File: src/rtl/range_framer.sv
// range_framer: buffers a valid/ready sample stream with end-of-frame markers
// and replays it as a continuous per-cycle stream bracketed by go/finish pulses.
module range_framer #(
  parameter int unsigned WIDTH = 16,
  parameter int unsigned DEPTH = 8
) (
  input  logic             clk,
  input  logic             rst_n,
  input  logic [WIDTH-1:0] in_data,
  input  logic             in_valid,
  input  logic             in_last,
  output logic             in_ready,
  output logic [WIDTH-1:0] data_out,
  output logic             go,
  output logic             finish,
  output logic             frame_active,
  output logic [15:0]      frames_done,
  output logic             underrun
);

  localparam int unsigned PTR_W  = (DEPTH > 1) ? $clog2(DEPTH) : 1;
  localparam int unsigned CNT_W  = PTR_W + 1;
  localparam int unsigned DONE_W = 16;

  typedef struct packed {
    logic             last;
    logic [WIDTH-1:0] data;
  } entry_t;

  typedef enum logic [1:0] {
    IDLE = 2'd0,
    RUN  = 2'd1,
    FIN  = 2'd2
  } state_t;

  entry_t           mem [DEPTH];
  logic [PTR_W-1:0] wr_ptr;
  logic [PTR_W-1:0] rd_ptr;
  logic [CNT_W-1:0] count;
  logic             full;
  logic             empty;
  logic             push;
  logic             pop;
  entry_t           head;

  state_t              state;
  state_t              state_nx;
  logic [WIDTH-1:0]    data_nx;
  logic                go_nx;
  logic                finish_nx;
  logic                active_nx;
  logic                underrun_nx;
  logic [DONE_W-1:0]   done_nx;

  assign full     = (count == CNT_W'(DEPTH));
  assign empty    = (count == '0);
  assign in_ready = ~full & rst_n;
  assign push     = in_valid & in_ready;
  assign head     = mem[rd_ptr];

  // Sample storage; contents need no reset since pointers/count gate reads.
  always_ff @(posedge clk) begin
    if (push) begin
      mem[wr_ptr] <= {in_last, in_data};
    end
  end

  // FIFO pointers and occupancy; simultaneous push/pop leaves count unchanged.
  always_ff @(posedge clk) begin
    if (!rst_n) begin
      wr_ptr <= '0;
      rd_ptr <= '0;
      count  <= '0;
    end else begin
      if (push) begin
        wr_ptr <= wr_ptr + PTR_W'(1);
      end
      if (pop) begin
        rd_ptr <= rd_ptr + PTR_W'(1);
      end
      case ({push, pop})
        2'b10:   count <= count + CNT_W'(1);
        2'b01:   count <= count - CNT_W'(1);
        default: count <= count;
      endcase
    end
  end

  // State and registered output stream.
  always_ff @(posedge clk) begin
    if (!rst_n) begin
      state        <= IDLE;
      data_out     <= '0;
      go           <= 1'b0;
      finish       <= 1'b0;
      frame_active <= 1'b0;
      frames_done  <= '0;
      underrun     <= 1'b0;
    end else begin
      state        <= state_nx;
      data_out     <= data_nx;
      go           <= go_nx;
      finish       <= finish_nx;
      frame_active <= active_nx;
      frames_done  <= done_nx;
      underrun     <= underrun_nx;
    end
  end

  // Next-state / pop decision; an empty FIFO mid-frame repeats the last sample.
  always_comb begin
    state_nx    = state;
    data_nx     = data_out;
    go_nx       = 1'b0;
    finish_nx   = 1'b0;
    active_nx   = 1'b0;
    underrun_nx = underrun;
    done_nx     = frames_done;
    pop         = 1'b0;
    case (state)
      IDLE: begin
        if (!empty) begin
          pop       = 1'b1;
          data_nx   = head.data;
          go_nx     = 1'b1;
          active_nx = 1'b1;
          state_nx  = head.last ? FIN : RUN;
        end
      end
      RUN: begin
        active_nx = 1'b1;
        if (!empty) begin
          pop     = 1'b1;
          data_nx = head.data;
          if (head.last) begin
            finish_nx = 1'b1;
            done_nx   = frames_done + DONE_W'(1);
            state_nx  = IDLE;
          end
        end else begin
          underrun_nx = 1'b1;
        end
      end
      FIN: begin
        // Single-sample frame: hold the sample one more cycle for finish.
        active_nx = 1'b1;
        finish_nx = 1'b1;
        done_nx   = frames_done + DONE_W'(1);
        state_nx  = IDLE;
      end
      default: begin
        state_nx = IDLE;
      end
    endcase
  end

endmodule

File: config.mk
export PLATFORM = sky130hd
export DESIGN_NAME = range_framer
export DESIGN_NICKNAME = d
export VERILOG_FILES = /design/src/rtl/range_framer.sv
export SDC_FILE = /design/constraint.sdc
export NUM_CORES = 1
export LEC_CHECK = 0
export ABC_CLOCK_PERIOD_IN_PS = 6250
export BUFFER_PORTS_ARGS = -buffer_cell sky130_fd_sc_hd__buf_4
export CORE_AREA = 3 3 115 117
export CTS_CLUSTER_SIZE = 10
export DETAILED_ROUTE_END_ITERATION = 10
export DIE_AREA = 0 0 118 120
export GPL_TIMING_DRIVEN = 0
export PLACE_DENSITY = 0.88
export SLEW_MARGIN = 15
export SYNTH_ARGS = -nofsm -noshare
export SYNTH_HDL_FRONTEND = slang
export SYNTH_SLANG_ARGS = --single-unit
File: constraint.sdc
create_clock -name clk -period 6.25 [get_ports clk]
set_input_delay 1.25 -clock clk [delete_from_list [all_inputs] [get_ports clk]]
set_output_delay 1.25 -clock clk [all_outputs]
set_load 0.02 [all_outputs]
==> qor.yml, run 1 <==
job:
  maxCapViolCount: 0
synthesis:
  synthTopCellsByArea: "edfxtp_1 56%, dfxtp_1 14%, mux4_2 9.9%"
  syn_area_per_cell_um2: 16.1
  ys_seq_area_share_pct: 69.9
  syn_nets: 483
  yosysUniqueCellTypes: 38
  synthXorXnorAreaFrac_pct: 0.840
  async_reset_ff_share_pct: 0
  yosys.area.top_type: "edfxtp_1"
  muxShareOfSynthArea_pct: 13.3
  synth_edf_count: 136
  ys_warn_count: 0
  synth_cells: 453
  synth-compound-area-share_pct: 4.99
  synth_top_family_by_area: "multiplexers"
  ys.flop_type: "edfxtp_1"
  syn_area_um2: 7300
  synth_fa_ha_area_share_pct: 1.71
  yosysTopAreaCellShare_pct: 56.0
  synth-simple-area-share_pct: 7.56
  synth-seq-cells: 187
critical_path:
  reg2reg_from: "state[1]$_SDFFE_PN0P_"
  r2r_slack_ns: 2.59
  regToRegEndpoint: "count[3]$_SDFFE_PN0P_"
  cp_slowest_cell: "clkbuf_1"
  crit_chain: "inv_1 -> ha_1 -> clkbuf_1 -> nor2_1 -> nor2_1 -> clkbuf_1 -> ha_1 -> nor4bb_1 -> a21oi_1 -> o21a_1 -> or3_1 -> a21oi_1"
  endpoint_kind: "flip-flop"
  cpPeakStageDelay_ns: 0.59
  reg2reg_depth: 12
  cp.required_ns: 6.61
  path_delay_family: "simple AND/OR/NAND/NOR gates"
  critPathLaunchType: "flip-flop"
  cp_data_arrival_time_ns: 4.02
  worst-path-buf-inv: 3
  worstSetupPathType: "reg -> reg"
  critical_path.max_fanout: 11
floorplan:
  die_area_um2: 14200
  io_pins: 57
  core_um2: 12500
  die_w_um: 118
  die_h_um: 120
  start_util_pct: 58.5
  num_rows: 41
timing:
  grt_setup_unrepaired: "no"
  min_period_over_period_pct: 58.5
  fmax_ghz: 0.274
  min_period_ns: 3.66
  finalMaxSlewViolations: 0
  tns_ns: 0
  whs_ns: 0.486
  finalSetupViolations: 0
  hold_viol: 0
  slew_headroom_pct: 36.5
  skew_ns: 0.0103
  worstMarginPinSlew_ns: 0.953
global_route:
  first_global_vias: 4424
  grtUsageTotal_pct: 22.2
  overflow: 0
  grt_first_pass_wirelength_mm: 23.6
  antenna_found_initial: 0
  grt_max_degree: 18
min_path:
  hold_class: "reg -> reg"
  hp-start: "underrun$_SDFFE_PN0P_"
  hold_path_depth: 2
  holdPathEnd: "underrun$_SDFFE_PN0P_"
placement:
  gp_congestion: 0.831
  io_buffers: 56
  hpwlAfterDp_mm: 9.73
clock_network:
  cts_buffers: 17
  cts_setup_buffers: 0
  htreeDepth: 4
  holdBufCountCts: 0
  cts_tree: "built"
  cts-root-buf: "clkbuf_16"
  numClockSinks: 187
  cts_max_path_buffers: 2
  clk_pin_slew_ns: 0.07
  cts_resized: 0
  clk_latency_ns: 0.43
final_layout:
  fill_cells: 773
  area_delta_synth_final_pct: 19.1
  final_cell_mix: "136 x edfxtp_1, 56 x buf_4, 51 x dfxtp_1"
  regArea_um2: 5100
  final_net_count: 568
  multiInputGateArea_um2: 2100
  final_common_cell: "edfxtp_1"
  antenna_cells: 0
  drive_above_1_share_pct: 27.2
routing:
  route.detailed.drc: 0
  wl_mm: 15.0
  route.detailed.wl_per_inst_um: 20.7
  dr_total_vias: 4270
  drt-initial-drc-count: 445
  avgViaCountPerCell: 5.91
  firstDrtPassIters: 4
  ant_nets: 0
power_and_ir_drop:
  finalPower_mw: 3.61
  p_leak_nw: 2.93
  ir_worst_vdd_uv: 246
  cellPowerDensity_nw_per_um2: 415
status:
  status: "finished clean"
-- metal layers --
metal | wire length [um] | up-vias | GRT usage (%)
li1 | - | 1928 | -
met4 | 324 | 0 | 8.42
met1 | 6090 | 2130 | 28.6
met3 | 1070 | 24 | 5.61
met5 | 0 | - | 0
met2 | 7480 | 188 | 36.8
-- cells by family (layout without fill, tap and decap cells) --
family                     Yosys count  count (layout)
DFF                                187             187
and+or+nand+nor                    107             107
AOI/OAI and AO/OA                   57              57
muxes                               57              57
buffers and inverters               28             126
adders and majority gates           10              10
xor gates and xnor gates             7               7
-- worst register-to-register path, delay by kind of cell (launching register included) --
family / cells / cell delay (ns)
compound gates: 3 / 0.42
fa+ha+maj: 2 / 0.53
buf+inv: 3 / 0.94
flops: 1 / 0.36
simple gates: 4 / 1.35
-- worst max-delay path by stage --
stage | slack [ns] | to | cells after the start | from
after global routing | 2.30 | count[3]$_SDFFE_PN0P_ | 12 | state[1]$_SDFFE_PN0P_
after global placement | 1.34 | mem[0][3]$_DFFE_PP_ | 6 | rst_n
after detailed placement | 2.67 | count[3]$_SDFFE_PN0P_ | 12 | state[1]$_SDFFE_PN0P_
after CTS | 2.67 | count[3]$_SDFFE_PN0P_ | 12 | state[1]$_SDFFE_PN0P_
final | 2.59 | count[3]$_SDFFE_PN0P_ | 12 | state[1]$_SDFFE_PN0P_
after floorplan | 2.28 | mem[0][0]$_DFFE_PP_ | 5 | rst_n
-- flip-flops by register name, summed over array words and instances (netlist names), 2 cells and up, named ones only --
name,count
rd_ptr,3
count,4
wr_ptr,3
state,2
data_out,16
mem,136
frames_done,16
-- power by group --
part	switching, mW	internal (mW)
clock	0.473	0.611
sequential	0.0693	1.43
combinational	0.600	0.422
-- cell usage after synthesis (all sizes together) (2+ instances only) --
master / count
dfxtp: 51
mux2i: 25
a21oi: 20
xor2: 5
buf: 8
o31ai: 6
ha: 10
nor2: 39
nor4bb: 2
mux4: 32
or4: 6
nand2b: 5
nor4: 4
nand2: 21
nor3: 3
and2: 3
inv: 6
a31oi: 2
nor2b: 3
or3: 7
xnor2: 2
nand3b: 2
clkbuf: 14
edfxtp: 136
and3: 3
a211oi: 16
nand3: 7
o21ai: 10
-- cell type report --
| type | count | area share (%) |
|---|---|---|
| sequential | 187 | 58.7 |
| multi-input combinational | 238 | 24.1 |
| timing repair buffer | 66 | 6.39 |
| clock buffer | 19 | 5.09 |
| tap | 172 | 2.48 |
| clock inverter | 13 | 1.81 |
| buffer | 22 | 1.12 |
| inverter | 6 | 0.259 |
-- stage by stage --
stage	utilization (%)	setup WS (ns)	cells	cell area, um2
2_1_floorplan	-	2.28	453	7300
3_3_place_gp	63.6	1.34	681	7930
3_5_place_dp	64.9	2.67	691	8090
4_1_cts	69.7	2.67	723	8690
5_1_grt	69.7	2.30	723	8690
6_report	69.7	2.59	723	8690
Power figures use the tool's default switching activity.
==> run 2, diff against run 1 <==
Settings changed: ABC_CLOCK_PERIOD_IN_PS 6250 to 3570, CORE_AREA 3 3 115 117 to 3 3 116 118, DIE_AREA 0 0 118 120 to 0 0 119 121, PLACE_DENSITY 0.88 to 0.87.
Clock period 6.25 ns to 3.57 ns, I/O delays scaled along.
==> qor.yml, run 2 (synthesis results as in run 1) <==
critical_path:
  reg2reg_from: "state[1]$_SDFFE_PN0P_"
  cp.required_ns: 3.92  # -2.69 ns
  path_delay_family: "simple AND/OR/NAND/NOR gates"
  endpoint_kind: "flip-flop"
  cpPeakStageDelay_ns: 0.41  # -0.18 ns
  reg2reg_depth: 12  # unchanged
  worstSetupPathType: "reg -> reg"
  cp_data_arrival_time_ns: 3.57  # -0.45 ns
  worst-path-buf-inv: 3  # unchanged
  critical_path.max_fanout: 11  # unchanged
  cp_slowest_cell: "nor2_2"
  crit_chain: "inv_1 -> ha_1 -> clkbuf_1 -> nor2_1 -> nor2_2 -> clkbuf_2 -> ha_1 -> nor4bb_1 -> a21oi_1 -> o21a_1 -> or3_1 -> a21oi_1"
  critPathLaunchType: "flip-flop"
  regToRegEndpoint: "count[3]$_SDFFE_PN0P_"
  r2r_slack_ns: 0.35  # -2.24 ns
placement:
  io_buffers: 56  # unchanged
  gp_congestion: 0.873  # +5.0%
  hpwlAfterDp_mm: 10.0  # +2.7%
  dp_cells: 691  # unchanged
floorplan:
  die_w_um: 119  # +0.85%
  start_util_pct: 58.1  # -0.48 points
  core_um2: 12600  # +0.82%
  num_rows: 41  # unchanged
  die_area_um2: 14400  # +1.7%
  die_h_um: 121  # +0.83%
  io_pins: 57  # unchanged
final_layout:
  final_common_cell: "edfxtp_1"
  drive_above_1_share_pct: 27.0  # -0.18 points
  area_delta_synth_final_pct: 18.6
  top_register: "mem"
  largest_reg_flops: 136  # unchanged
  antenna_cells: 0  # unchanged
  final_net_count: 568  # unchanged
  fill_cells: 811  # +4.9%
  fin_cells: 723  # unchanged
  final_cell_mix: "136 x edfxtp_1, 56 x buf_4, 51 x dfxtp_1"
  finish.utilization_pct: 68.9  # -0.88 points
  reg_top3: "mem x136, data_out x16, frames_done x16"
routing:
  avgViaCountPerCell: 6.03  # +2.1%
  ant_nets: 0  # unchanged
  dr_total_vias: 4358  # +2.1%
  wl_mm: 15.4  # +2.7%
  route.detailed.wl_per_inst_um: 21.3  # +2.7%
  drt-initial-drc-count: 457  # +2.7%
  firstDrtPassIters: 5  # +1
  route.detailed.drc: 0  # unchanged
timing:
  finalSetupViolations: 0  # unchanged
  hold_viol: 0  # unchanged
  skew_ns: 0.0102  # -0.000102 ns
  min_period_over_period_pct: 90.2  # +32 points
  worstMarginPinSlew_ns: 0.857  # -0.0954 ns
  fmax_ghz: 0.311  # +14%
  min_period_ns: 3.22  # -0.435 ns
  grt_setup_unrepaired: "no"
  slew_headroom_pct: 42.8  # +6.4 points
  finalMaxSlewViolations: 0  # unchanged
min_path:
  holdPathEnd: "underrun$_SDFFE_PN0P_"
  hp-start: "underrun$_SDFFE_PN0P_"
  hold_path_depth: 2  # unchanged
  hold_class: "reg -> reg"
clock_network:
  cts-root-buf: "clkbuf_16"
  numClockSinks: 187  # unchanged
  htreeDepth: 4  # unchanged
  cts_buffers: 17  # unchanged
  cts_max_path_buffers: 2  # unchanged
  clk_latency_ns: 0.43  # about the same
  cts_resized: 1  # +1
  cts_setup_buffers: 0  # unchanged
  cts_tree: "built"
  clk_pin_slew_ns: 0.06  # about the same
  holdBufCountCts: 0  # unchanged
global_route:
  overflow: 0  # unchanged
  antenna_found_initial: 0  # unchanged
  grt_max_degree: 17  # -1
  grt_first_pass_wirelength_mm: 24.1  # +2.3%
  grtUsageTotal_pct: 22.5  # +0.36 points
  first_global_vias: 4392  # -0.72%
status:
  status: "finished clean"
power_and_ir_drop:
  cellPowerDensity_nw_per_um2: 728  # +76%
  ir_worst_vdd_uv: 445  # +81%
  p_leak_nw: 2.92  # -0.22%
job:
  maxCapViolCount: 0  # unchanged
-- run 2: through the flow --
stage / hold WS [ns] / setup slack (ns) / TNS (ns) / area, um2 / power [mW]
CTS: 0.486 / 0.182 / 0 / 8650 / 6.30
global route: 0.509 / 0.124 / 0 / 8660 / 6.57
floorplan: 0.462 / 0.141 / 0 / 7300 / 3.87
global placement: 0.459 / -0.767 / -20.58 / 7930 / 4.32
finish: 0.486 / 0.350 / 0 / 8660 / 6.30
detailed placement: 0.467 / -0.0460 / -0.0625 / 8080 / 4.45
-- run 2: layer usage --
layer | vias up | wire, um | global-route usage (%)
met2 | 206 | 7700 | 37.0
met1 | 2190 | 6190 | 28.9
li1 | 1931 | - | -
met5 | - | 0 | 0
met4 | 0 | 422 | 10.2
met3 | 31 | 1050 | 5.22
-- run 2: cell type report --
| cell class | instances | area, um2 | share of cell area (%) |
|---|---|---|---|
| Sequential cell | 187 | 5100 | 59.0 |
| Multi-Input combinational cell | 238 | 2100 | 24.3 |
| Timing Repair Buffer | 66 | 541 | 6.24 |
| Clock buffer | 20 | 437 | 5.04 |
| Tap cell | 172 | 215 | 2.49 |
| Clock inverter | 12 | 136 | 1.58 |
| Buffer | 22 | 98.8 | 1.14 |
| Inverter | 6 | 22.5 | 0.260 |
-- run 2: worst max-delay path by stage --
stage,slack (ns),start,to,depth (start not counted)
detailed placement,-0.05,state[1]$_SDFFE_PN0P_,count[3]$_SDFFE_PN0P_,12
finish,0.35,state[1]$_SDFFE_PN0P_,count[3]$_SDFFE_PN0P_,12
CTS,0.18,state[1]$_SDFFE_PN0P_,count[3]$_SDFFE_PN0P_,12
floorplan,0.14,rst_n,mem[0][0]$_DFFE_PP_,5
global route,0.12,state[1]$_SDFFE_PN0P_,count[3]$_SDFFE_PN0P_,12
global placement,-0.77,rst_n,mem[0][2]$_DFFE_PP_,6
-- run 2: worst register-to-register path: stages, from the launching register on --
cell and delay [ns]:
dfxtp_1 0.35, inv_1 0.10, ha_1 0.15, clkbuf_1 0.27, nor2_1 0.13, nor2_2 0.41
clkbuf_2 0.40, ha_1 0.32, nor4bb_1 0.29, a21oi_1 0.08, o21a_1 0.20, or3_1 0.31
a21oi_1 0.14
-- run 2: report_power, final --
part	switching (mW)	internal [mW]	total, mW
clock network	0.797	1.04	1.84
registers	0.123	2.51	2.63
logic	1.09	0.744	1.84
total	2.01	4.29	6.30
==> run 3, diff against run 2 <==
Settings changed: MAX_ROUTING_LAYER set to met4.
==> qor.yml, run 3 (synthesis results as in run 1) <==
status:
  status: "finished clean"
clock_network:
  cts_max_path_buffers: 2  # unchanged
  clk_pin_slew_ns: 0.06  # about the same
  clk_latency_ns: 0.43  # about the same
  holdBufCountCts: 0  # unchanged
  htreeDepth: 4  # unchanged
  numClockSinks: 187  # unchanged
  cts-root-buf: "clkbuf_16"
  cts_tree: "built"
  cts_buffers: 17  # unchanged
final_layout:
  regArea_um2: 5100  # unchanged
  area_delta_synth_final_pct: 18.6  # unchanged
  top_register: "mem"
  final_common_cell: "edfxtp_1"
  reg_top3: "mem x136, data_out x16, frames_done x16"
  drive_above_1_share_pct: 27.0  # unchanged
  antenna_cells: 0  # unchanged
  final_area_um2: 8660  # unchanged
  final_net_count: 568  # unchanged
  largest_reg_flops: 136  # unchanged
  multiInputGateArea_um2: 2100  # unchanged
  final_cell_mix: "136 x edfxtp_1, 56 x buf_4, 51 x dfxtp_1"
  finish.utilization_pct: 68.9  # unchanged
  fill_cells: 811  # unchanged
global_route:
  antenna_found_initial: 0  # unchanged
  first_global_vias: 4390  # -0.046%
  overflow: 0  # unchanged
  grt_first_pass_wirelength_mm: 24.1  # unchanged
  grtUsageTotal_pct: 23.2  # +0.63 points
  grt_max_degree: 17  # unchanged
routing:
  firstDrtPassIters: 5  # unchanged
  wl_mm: 15.3  # -0.46%
  avgViaCountPerCell: 6.02  # about the same
  drt-initial-drc-count: 427  # -6.6%
  ant_nets: 0  # unchanged
  route.detailed.wl_per_inst_um: 21.2  # -0.46%
  dr_total_vias: 4355  # -0.069%
  route.detailed.drc: 0  # unchanged
floorplan:
  start_util_pct: 58.1  # unchanged
  core_um2: 12600  # unchanged
  io_pins: 57  # unchanged
  die_h_um: 121  # unchanged
  die_area_um2: 14400  # unchanged
  die_w_um: 119  # unchanged
  num_rows: 41  # unchanged
timing:
  skew_ns: 0.00838  # -0.00181 ns
  fmax_ghz: 0.311  # +0.19%
  grt_setup_unrepaired: "no"
  min_period_over_period_pct: 90.0  # -0.17 points
  finalMaxSlewViolations: 0  # unchanged
  finalWorstSetupSlack_ns: 0.356  # +0.00617 ns
  min_period_ns: 3.21  # -0.00617 ns
  slew_headroom_pct: 43.6  # +0.74 points
  hold_viol: 0  # unchanged
  finalSetupViolations: 0  # unchanged
  worstMarginPinSlew_ns: 0.846  # -0.0111 ns
min_path:
  hold_class: "reg -> reg"
  hp-start: "underrun$_SDFFE_PN0P_"
critical_path:
  critPathLaunchType: "flip-flop"
  cpPeakStageDelay_ns: 0.41  # about the same
  worstSetupPathType: "reg -> reg"
  crit_chain: "inv_1 -> ha_1 -> clkbuf_1 -> nor2_1 -> nor2_2 -> clkbuf_2 -> ha_1 -> nor4bb_1 -> a21oi_1 -> o21a_1 -> or3_1 -> a21oi_1"
  endpoint_kind: "flip-flop"
  cp_data_arrival_time_ns: 3.57  # about the same
  startpoint: "state[1]$_SDFFE_PN0P_"
  critical_path.max_fanout: 11  # unchanged
  reg2reg_from: "state[1]$_SDFFE_PN0P_"
  cp_slowest_cell: "nor2_2"
  cp.required_ns: 3.92  # about the same
power_and_ir_drop:
  power_frac_clock_pct: 29.2  # about the same
  cellPowerDensity_nw_per_um2: 728  # about the same
  p_leak_nw: 2.92  # unchanged
  ir_worst_vdd_uv: 445  # +0.17%
  p_int_mw: 4.29  # about the same
  p_seq_share_pct: 41.7  # about the same
  switchingPower_mw: 2.01  # -0.16%
  p_comb_share_pct: 29.1  # about the same
  swShare_pct: 31.9  # -0.032 points
placement:
  place_worst_setup_slack_ns: -0.0460  # unchanged
  gp_congestion: 0.887  # +1.6%
  hpwlAfterDp_mm: 10.0  # unchanged
  dpl_cell_area_um2: 8080  # unchanged
  io_buffers: 56  # unchanged
job:
  maxCapViolCount: 0  # unchanged
## run 3: cell counts in the layout (fill, tap and decap cells not counted)
No cell type changed its count.
## run 3: timing repair
action,4_1_cts,5_1_grt
setup endpoints to repair,2,2
resized for setup,1,2
setup buffers,0,0
## run 3: through the flow
stage | setup TNS, ns | hold slack (ns) | power [mW] | cells
6_report | 0 | 0.480 | 6.30 | 723
5_1_grt | 0 | 0.511 | 6.57 | 723
4_1_cts | 0 | 0.486 | 6.30 | 723
3_5_place_dp | -0.0625 | 0.467 | 4.45 | 691
3_3_place_gp | -20.58 | 0.459 | 4.32 | 681
2_1_floorplan | 0 | 0.462 | 3.87 | 453
## run 3: cell type report
| cell class | instances | area share [%] |
|---|---|---|
| timing repair buffer | 66 | 6.24 |
| clock buffer | 20 | 5.04 |
| multi-input combinational | 238 | 24.3 |
| tap | 172 | 2.49 |
| clock inverter | 12 | 1.58 |
| sequential | 187 | 59.0 |
| inverter | 6 | 0.260 |
| buffer | 22 | 1.14 |
## run 3: layer usage
metal	routed length, um	track usage, %	vias to the layer above
li1	-	-	1930
met1	6100	28.9	2175
met2	7630	37.1	215
met3	1140	4.99	35
met4	417	10.2	0
met5	0	-	-
## run 3: path summary, 6_finish.rpt
kind                      endpoint  slack [ns]  cells past startpoint
min reg2reg  underrun$_SDFFE_PN0P_        0.48                      2
min          underrun$_SDFFE_PN0P_        0.48                      2
max          count[3]$_SDFFE_PN0P_        0.36                     12
max reg2reg  count[3]$_SDFFE_PN0P_        0.36                     12
## run 3: power groups by stage
stage	Combinational, mW	Sequential (mW)	Clock (mW)
after floorplan	1.14	2.74	0
after global placement	1.66	2.66	0
after detailed placement	1.79	2.67	0
after CTS	1.82	2.63	1.86
after global routing	1.99	2.64	1.94
final	1.83	2.63	1.84
## run 3: worst max-delay path, delay by kind of cell (launching register included)
| kind | cells | cell delay (ns) |
|---|---|---|
| fa+ha+maj | 2 | 0.47 |
| simple gates | 4 | 1.14 |
| buf+inv | 3 | 0.77 |
| compound gates | 3 | 0.42 |
| flops | 1 | 0.35 |
